File: config.mk
export PLATFORM = sky130hd
export DESIGN_NAME = fetch_stage
export DESIGN_NICKNAME = d
export VERILOG_FILES = /design/src/rtl/fetch_stage_pkg.sv /design/src/rtl/fetch_queue.sv /design/src/rtl/fetch_stage.sv
export SDC_FILE = /design/constraint.sdc
export NUM_CORES = 1
export LEC_CHECK = 0
export CORE_UTILIZATION = 48
export DETAILED_ROUTE_END_ITERATION = 10
export PLACE_DENSITY_LB_ADDON = 0.2
export SETUP_SLACK_MARGIN = 0.02
export SLEW_MARGIN = 10
export SYNTH_ARGS = -nofsm -noshare
export SYNTH_HDL_FRONTEND = slang
export SYNTH_SLANG_ARGS = --single-unit
File: constraint.sdc
create_clock -name clock -period 2.7 [get_ports clock]
set_clock_uncertainty 0.15 [all_clocks]
set_input_delay 0.405 -clock clock [delete_from_list [all_inputs] [get_ports clock]]
set_output_delay 0.405 -clock clock [all_outputs]
set_load 0.01 [all_outputs]
File: src/rtl/fetch_stage_pkg.sv
// Shared pipeline definitions for the fetch stage and its neighbours.
package fetch_stage_pkg;

    localparam int PC_WIDTH_DEF    = 20;
    localparam int INSTR_WIDTH_DEF = 32;

    localparam logic [2:0] JMP_NONE = 3'd0;
    localparam logic [2:0] JMP_REL  = 3'd1;
    localparam logic [2:0] JMP_ABS  = 3'd2;
    localparam logic [2:0] JMP_LINK = 3'd3;

    typedef enum logic [1:0] {
        ST_IDLE,
        ST_FETCH,
        ST_HOLD,
        ST_FLUSH
    } fetch_state_e;

endpackage

File: src/rtl/fetch_queue.sv
// Two-entry {word, pc} FIFO; slot 0 is always the head, flush empties it.
module fetch_queue #(
    parameter int PC_WIDTH    = 20,
    parameter int INSTR_WIDTH = 32
) (
    input  logic                   clk_i,
    input  logic                   rst_ni,
    input  logic                   flush_i,
    input  logic                   push_i,
    input  logic                   pop_i,
    input  logic [INSTR_WIDTH-1:0] word_i,
    input  logic [PC_WIDTH-1:0]    pc_i,
    output logic [INSTR_WIDTH-1:0] word_o,
    output logic [PC_WIDTH-1:0]    pc_o,
    output logic                   full_o,
    output logic                   empty_o
);

    logic [INSTR_WIDTH-1:0] w0_q, w0_d, w1_q, w1_d;
    logic [PC_WIDTH-1:0]    p0_q, p0_d, p1_q, p1_d;
    logic [1:0]             cnt_q, cnt_d;
    logic                   do_push, do_pop;

    assign do_pop  = pop_i & (cnt_q != 2'd0);
    assign do_push = push_i & ((cnt_q != 2'd2) | do_pop);

    always_comb begin
        w0_d  = w0_q;
        w1_d  = w1_q;
        p0_d  = p0_q;
        p1_d  = p1_q;
        cnt_d = cnt_q;
        if (flush_i) begin
            cnt_d = 2'd0;
        end else begin
            case ({do_push, do_pop})
                2'b10: begin
                    if (cnt_q == 2'd0) begin
                        w0_d = word_i;
                        p0_d = pc_i;
                    end else begin
                        w1_d = word_i;
                        p1_d = pc_i;
                    end
                    cnt_d = cnt_q + 2'd1;
                end
                2'b01: begin
                    w0_d  = w1_q;
                    p0_d  = p1_q;
                    cnt_d = cnt_q - 2'd1;
                end
                2'b11: begin
                    if (cnt_q == 2'd1) begin
                        w0_d = word_i;
                        p0_d = pc_i;
                    end else begin
                        w0_d = w1_q;
                        p0_d = p1_q;
                        w1_d = word_i;
                        p1_d = pc_i;
                    end
                end
                default: ;
            endcase
        end
    end

    always_ff @(posedge clk_i or negedge rst_ni) begin
        if (!rst_ni) begin
            w0_q  <= '0;
            w1_q  <= '0;
            p0_q  <= '0;
            p1_q  <= '0;
            cnt_q <= 2'd0;
        end else begin
            w0_q  <= w0_d;
            w1_q  <= w1_d;
            p0_q  <= p0_d;
            p1_q  <= p1_d;
            cnt_q <= cnt_d;
        end
    end

    assign word_o  = w0_q;
    assign pc_o    = p0_q;
    assign full_o  = (cnt_q == 2'd2);
    assign empty_o = (cnt_q == 2'd0);

endmodule

File: src/rtl/fetch_stage.sv
// Instruction fetch: owns the PC, talks req/ack to imem, feeds decode via a
// two-entry queue and squashes wrong-path fetches on execute redirects.
module fetch_stage
    import fetch_stage_pkg::*;
#(
    parameter int                  PC_WIDTH    = PC_WIDTH_DEF,
    parameter int                  INSTR_WIDTH = INSTR_WIDTH_DEF,
    parameter logic [PC_WIDTH-1:0] RESET_PC    = '0
) (
    input  logic                   clock,
    input  logic                   reset,
    output logic                   imem_req,
    output logic [PC_WIDTH-1:0]    imem_addr,
    input  logic                   imem_ack,
    input  logic [INSTR_WIDTH-1:0] imem_rdata,
    output logic [INSTR_WIDTH-1:0] instr,
    output logic [PC_WIDTH-1:0]    instr_pc,
    output logic                   instr_valid,
    input  logic                   instr_ready,
    input  logic [8:0]             pcchange,
    input  logic [2:0]             pcjumpenable,
    input  logic [5:0]             pclocation,
    output logic [PC_WIDTH-1:0]    previous_programcounter,
    output logic                   link_we,
    output logic [PC_WIDTH-1:0]    link_data
);

    fetch_state_e        state_q, state_d;
    logic [PC_WIDTH-1:0] pc_q, pc_d, stale_q, stale_d;
    logic [PC_WIDTH-1:0] prev_q, link_data_q, target;
    logic                link_we_q, redir, push, pop, accept;
    logic                q_full, q_empty;
    logic [1:0]          occ_q, occ_d;

    always_comb begin
        redir  = 1'b0;
        target = prev_q;
        case (pcjumpenable)
            JMP_REL: begin
                redir  = 1'b1;
                target = prev_q + {{(PC_WIDTH-9){pcchange[8]}}, pcchange};
            end
            JMP_ABS, JMP_LINK: begin
                redir  = 1'b1;
                target = {{(PC_WIDTH-6){1'b0}}, pclocation};
            end
            default: ;
        endcase
    end

    assign instr_valid = ~q_empty;
    assign accept      = instr_valid & instr_ready;
    assign push        = (state_q == ST_FETCH) & imem_ack & ~redir;
    assign pop         = accept & ~redir;
    assign occ_q       = q_full ? 2'd2 : (q_empty ? 2'd0 : 2'd1);
    assign occ_d       = occ_q + {1'b0, push} - {1'b0, pop};

    always_comb begin
        state_d = state_q;
        stale_d = stale_q;
        pc_d    = pc_q;
        if (push) pc_d = pc_q + PC_WIDTH'(1);
        if (redir) pc_d = target;
        unique case (state_q)
            ST_IDLE: state_d = ST_FETCH;
            ST_FETCH: begin
                // A request that has not been acked must still drain.
                if (redir && !imem_ack) begin
                    state_d = ST_FLUSH;
                    stale_d = pc_q;
                end else if (!redir && imem_ack && occ_d == 2'd2) begin
                    state_d = ST_HOLD;
                end
            end
            ST_HOLD: if (redir || occ_d != 2'd2) state_d = ST_FETCH;
            ST_FLUSH: if (imem_ack) state_d = ST_FETCH;
            default: state_d = ST_IDLE;
        endcase
    end

    always_ff @(posedge clock or negedge reset) begin
        if (!reset) begin
            state_q     <= ST_IDLE;
            pc_q        <= RESET_PC;
            stale_q     <= '0;
            prev_q      <= RESET_PC;
            link_we_q   <= 1'b0;
            link_data_q <= '0;
        end else begin
            state_q   <= state_d;
            pc_q      <= pc_d;
            stale_q   <= stale_d;
            link_we_q <= redir && (pcjumpenable == JMP_LINK);
            if (accept) prev_q <= instr_pc;
            if (redir && pcjumpenable == JMP_LINK) link_data_q <= prev_q + PC_WIDTH'(1);
        end
    end

    fetch_queue #(
        .PC_WIDTH    (PC_WIDTH),
        .INSTR_WIDTH (INSTR_WIDTH)
    ) u_queue (
        .clk_i   (clock),
        .rst_ni  (reset),
        .flush_i (redir),
        .push_i  (push),
        .pop_i   (pop),
        .word_i  (imem_rdata),
        .pc_i    (pc_q),
        .word_o  (instr),
        .pc_o    (instr_pc),
        .full_o  (q_full),
        .empty_o (q_empty)
    );

    assign imem_req  = (state_q == ST_FETCH) | (state_q == ST_FLUSH);
    assign imem_addr = (state_q == ST_FLUSH) ? stale_q : pc_q;

    assign previous_programcounter = prev_q;
    assign link_we                 = link_we_q;
    assign link_data               = link_data_q;

endmodule

==> metrics, run 1 <==
status completed; Post-synth top flop dfrtp_1; DP Area 12300 sq um; critical path launch point state_q[0]$_DFFE_PN0P_; first-pass GRT wire length 37.8 mm; die area 20700 sq um; hpwl dp 17.0 mm; synthesized flop and latch total 189; final worst-path cycle share 95.6%; Final Cell Area 13000 sq um; GRT Residual Overflow 0; Synth warnings 0; Ports 169; diode count 0; Final #Nets 1193; Req. time, crit path 2.14 ns; Die Height 144 um; antenna violations before repair 0; CTS tree yes; Initial Util 49.3%; final hold vios 0; worst slack, placed -0.554 ns; crit end category output port; MaxCap Viol Count 0; vias per cell 5.39; Unique masters post-synth 63; RSZ-0062 raised after global routing true; f_max 0.387 GHz; DR WL/cell 17.0 um; FF-to-FF Start previous_programcounter[0]$_DFFE_PN0P_; critical path, cell by cell nand2_1 > buf_6 > mux2_2 > clkdlybuf4s50_1; H-tree Lvls 4; vias in the first global route 7409; WP data arrival 2.03 ns; pin count of the biggest net entering global routing 83; final worst slack 0.118 ns; Reg2Reg Setup Slack 0.16 ns; Tot Pwr 15100 uW; core area 19600 sq um; CTS Root Cell clkbuf_16; R2R depth 8; Layout Cells excl Fill 1390; Mapped Nets 957; port buffer count 168; Min-Delay Path Class in -> async; crit path capture imem_addr[11]; Post-DRT Antenna Nets 0; Layout area overhead 34.2%; post-synthesis cell count 876; Final setup viols 0; worst-skew pair later-pin latency 0.43 ns; reg2reg end pc_q[12]$_DFFE_PN0P_; Clock Sinks 189; fraction of layout cells with a size suffix above 1 23.6%; TritonCTS buffer count 17; Power Density 1170 nW/um^2; clock period minus worst slack 2.58 ns; critical path class reg -> out; Slew HR 57.7%; crit path launch type register; Max Transition Viols Final 0; GRT Overall Usage 23.8%; Rows 51; Hold WS 0.302 ns; synthesized area 9650 sq um; sequential area share after synthesis 49.0%; worst slew pin tran 0.626 ns; Avg Cell Area, Syn 11.0 sq um; DRT Pass-1 Iters 5; number of synthesized flops with an enable pin 0; DRC 0; via count 7496; routability cong. 0.905; CP Max Fanout 12; chip width 144 um; total wire length 23.6 mm; Reg clk slew, reported paths 0.08 ns; Synth async-reset ratio 100%; slowest stage delay, CP 0.49 ns; CP max-delay cell clkdlybuf4s50_1; Max IR drop VDD 0.556 mV; placed cell count 1355; clock buffer depth 2; Leak 0.00565 uW; Initial DRC Count 321
[critical path, delay by kind of cell, from the launching register on]
| family | cells | cell delay [ns] |
|---|---|---|
| buffers and inverters | 2 | 0.67 |
| multiplexers | 1 | 0.35 |
| flip-flops | 1 | 0.44 |
| AND/OR/NAND/NOR | 1 | 0.13 |
[Yosys cell counts, types with 2 or more instances]
library cell	instances	area (sq um)
and3_1	9	56.3
xnor2_1	20	175
xor2_1	25	219
ha_1	26	325
or3_1	4	25.0
buf_1	8	30.0
buf_6	4	45.0
o21a_1	4	30.0
a21o_1	11	82.6
o32a_1	2	20.0
o21ai_0	40	200
a21oi_1	78	390
nand2_1	57	214
and2_1	3	18.8
o32ai_1	2	17.5
clkbuf_1	26	97.6
o22ai_1	7	43.8
buf_2	7	35.0
nand2b_1	2	12.5
nor2_1	80	300
a21boi_0	2	15.0
a211o_1	2	17.5
buf_4	5	37.5
dfrtp_1	189	4730
nand3_1	12	60.1
nor3_1	9	45.0
mux2_4	16	240
a31oi_1	5	31.3
inv_1	13	48.8
a22o_1	3	26.3
mux2_2	94	1060
or4_1	2	15.0
mux2i_1	54	541
a211oi_1	2	15.0
o211ai_1	2	15.0
a22oi_1	3	22.5
a311oi_1	3	26.3
nor2b_1	3	18.8
and4_1	2	17.5
a32o_1	2	20.0
nand4_1	16	100
[worst min-delay path by stage]
| stage | startpoint | to | slack (ns) | depth (start not counted) |
|---|---|---|---|---|
| 2_1_floorplan | reset | link_data[0]$_DFFE_PN0P_ | -0.04 | 0 |
| 5_1_grt | reset | link_data[2]$_DFFE_PN0P_ | 0.32 | 2 |
| 3_5_place_dp | reset | link_data[2]$_DFFE_PN0P_ | 0.19 | 1 |
| 4_1_cts | reset | link_data[2]$_DFFE_PN0P_ | 0.30 | 2 |
| 6_report | reset | previous_programcounter[8]$_DFFE_PN0P_ | 0.30 | 2 |
| 3_3_place_gp | reset | link_data[2]$_DFFE_PN0P_ | 0.19 | 1 |
[cell families after synthesis]
family / count (synthesis) / synth area share [%]
simple gates: 212 / 10.5
flops: 189 / 49.0
compound gates: 176 / 10.8
mux: 164 / 19.1
buf+inv: 63 / 3.05
xor+xnor: 45 / 4.08
fa+ha+maj: 27 / 3.58
[report_power, final]
part / total [uW] / internal, uW / leakage, uW / switching, uW
sequential: 5170 / 4140 / 0.00230 / 1030
clock: 2470 / 1260 / 0.000285 / 1210
combinational: 7470 / 4150 / 0.00306 / 3320
total: 15100 / 9550 / 0.00565 / 5560
[sequential cells by signal, indices dropped and copies added (netlist names)]
| signal | count |
|---|---|
| previous_programcounter | 20 |
| link_we | 1 |
| stale_q | 20 |
| u_queue.cnt_q | 2 |
| u_queue.w1_q | 32 |
| state_q | 2 |
| pc_q | 20 |
| link_data | 20 |
| u_queue.pc_o | 20 |
| u_queue.word_o | 32 |
| u_queue.p1_q | 20 |
[routing by layer]
metal  up-vias  wire length [um]  track usage (%)
li1       3605                 -                -
met1      3660             10700             31.1
met2       211             11100             39.0
met3        20              1590             6.06
met4         0               317             6.89
met5         -                 0                0
[what timing repair did]
action,CTS,global route
buffers inserted,0,2
pin swaps,0,7
setup endpoints to repair,5,9
hold buffers,1,0
hold endpoints to repair,32,0
gates resized for setup,3,21
[cell type report]
cell class / count / area (sq um)
inverter: 13 / 48.8
timing repair buffer: 267 / 2550
tap: 265 / 332
fill: 1598 / 6640
clock inverter: 14 / 145
multi-input combinational: 624 / 4710
sequential: 189 / 4730
clock buffer: 18 / 439
[cells in the final DEF, fill, tap and decap left out, types with 3 or more instances in the layout]
| master | instances |
|---|---|
| dfrtp_1 | 189 |
| clkdlybuf4s50_1 | 162 |
| mux2_2 | 94 |
| buf_4 | 89 |
| nor2_1 | 79 |
| a21oi_1 | 78 |
| nand2_1 | 57 |
| mux2i_1 | 54 |
| o21ai_0 | 37 |
| xor2_1 | 25 |
| ha_1 | 22 |
| xnor2_1 | 20 |
| clkbuf_16 | 17 |
| nand4_1 | 16 |
| mux2_4 | 16 |
| nand3_1 | 12 |
| a21o_1 | 11 |
| inv_1 | 11 |
| nor3_1 | 9 |
| and3_1 | 8 |
| buf_12 | 8 |
| o22ai_1 | 7 |
| inv_6 | 6 |
| a31oi_1 | 5 |
| dlymetal6s2s_1 | 5 |
| o21a_1 | 4 |
| a22oi_1 | 3 |
| a22o_1 | 3 |
| or3_1 | 3 |
| clkinv_8 | 3 |
[through the flow]
step           setup TNS (ns)  util [%]
4_1_cts                     0      65.7
6_report                    0      66.1
3_5_place_dp            -4.68      62.6
5_1_grt              -0.00833      66.1
3_3_place_gp            -4.00      62.6
2_1_floorplan               0         -
No activity file was read; power rests on OpenSTA's default activity.
==> run 2: changes to the inputs <==
Settings changed: HOLD_SLACK_MARGIN from default to 0.05.
==> results of run 2 <==
The final DEF is identical to that of run 1; final timing and power are the same.
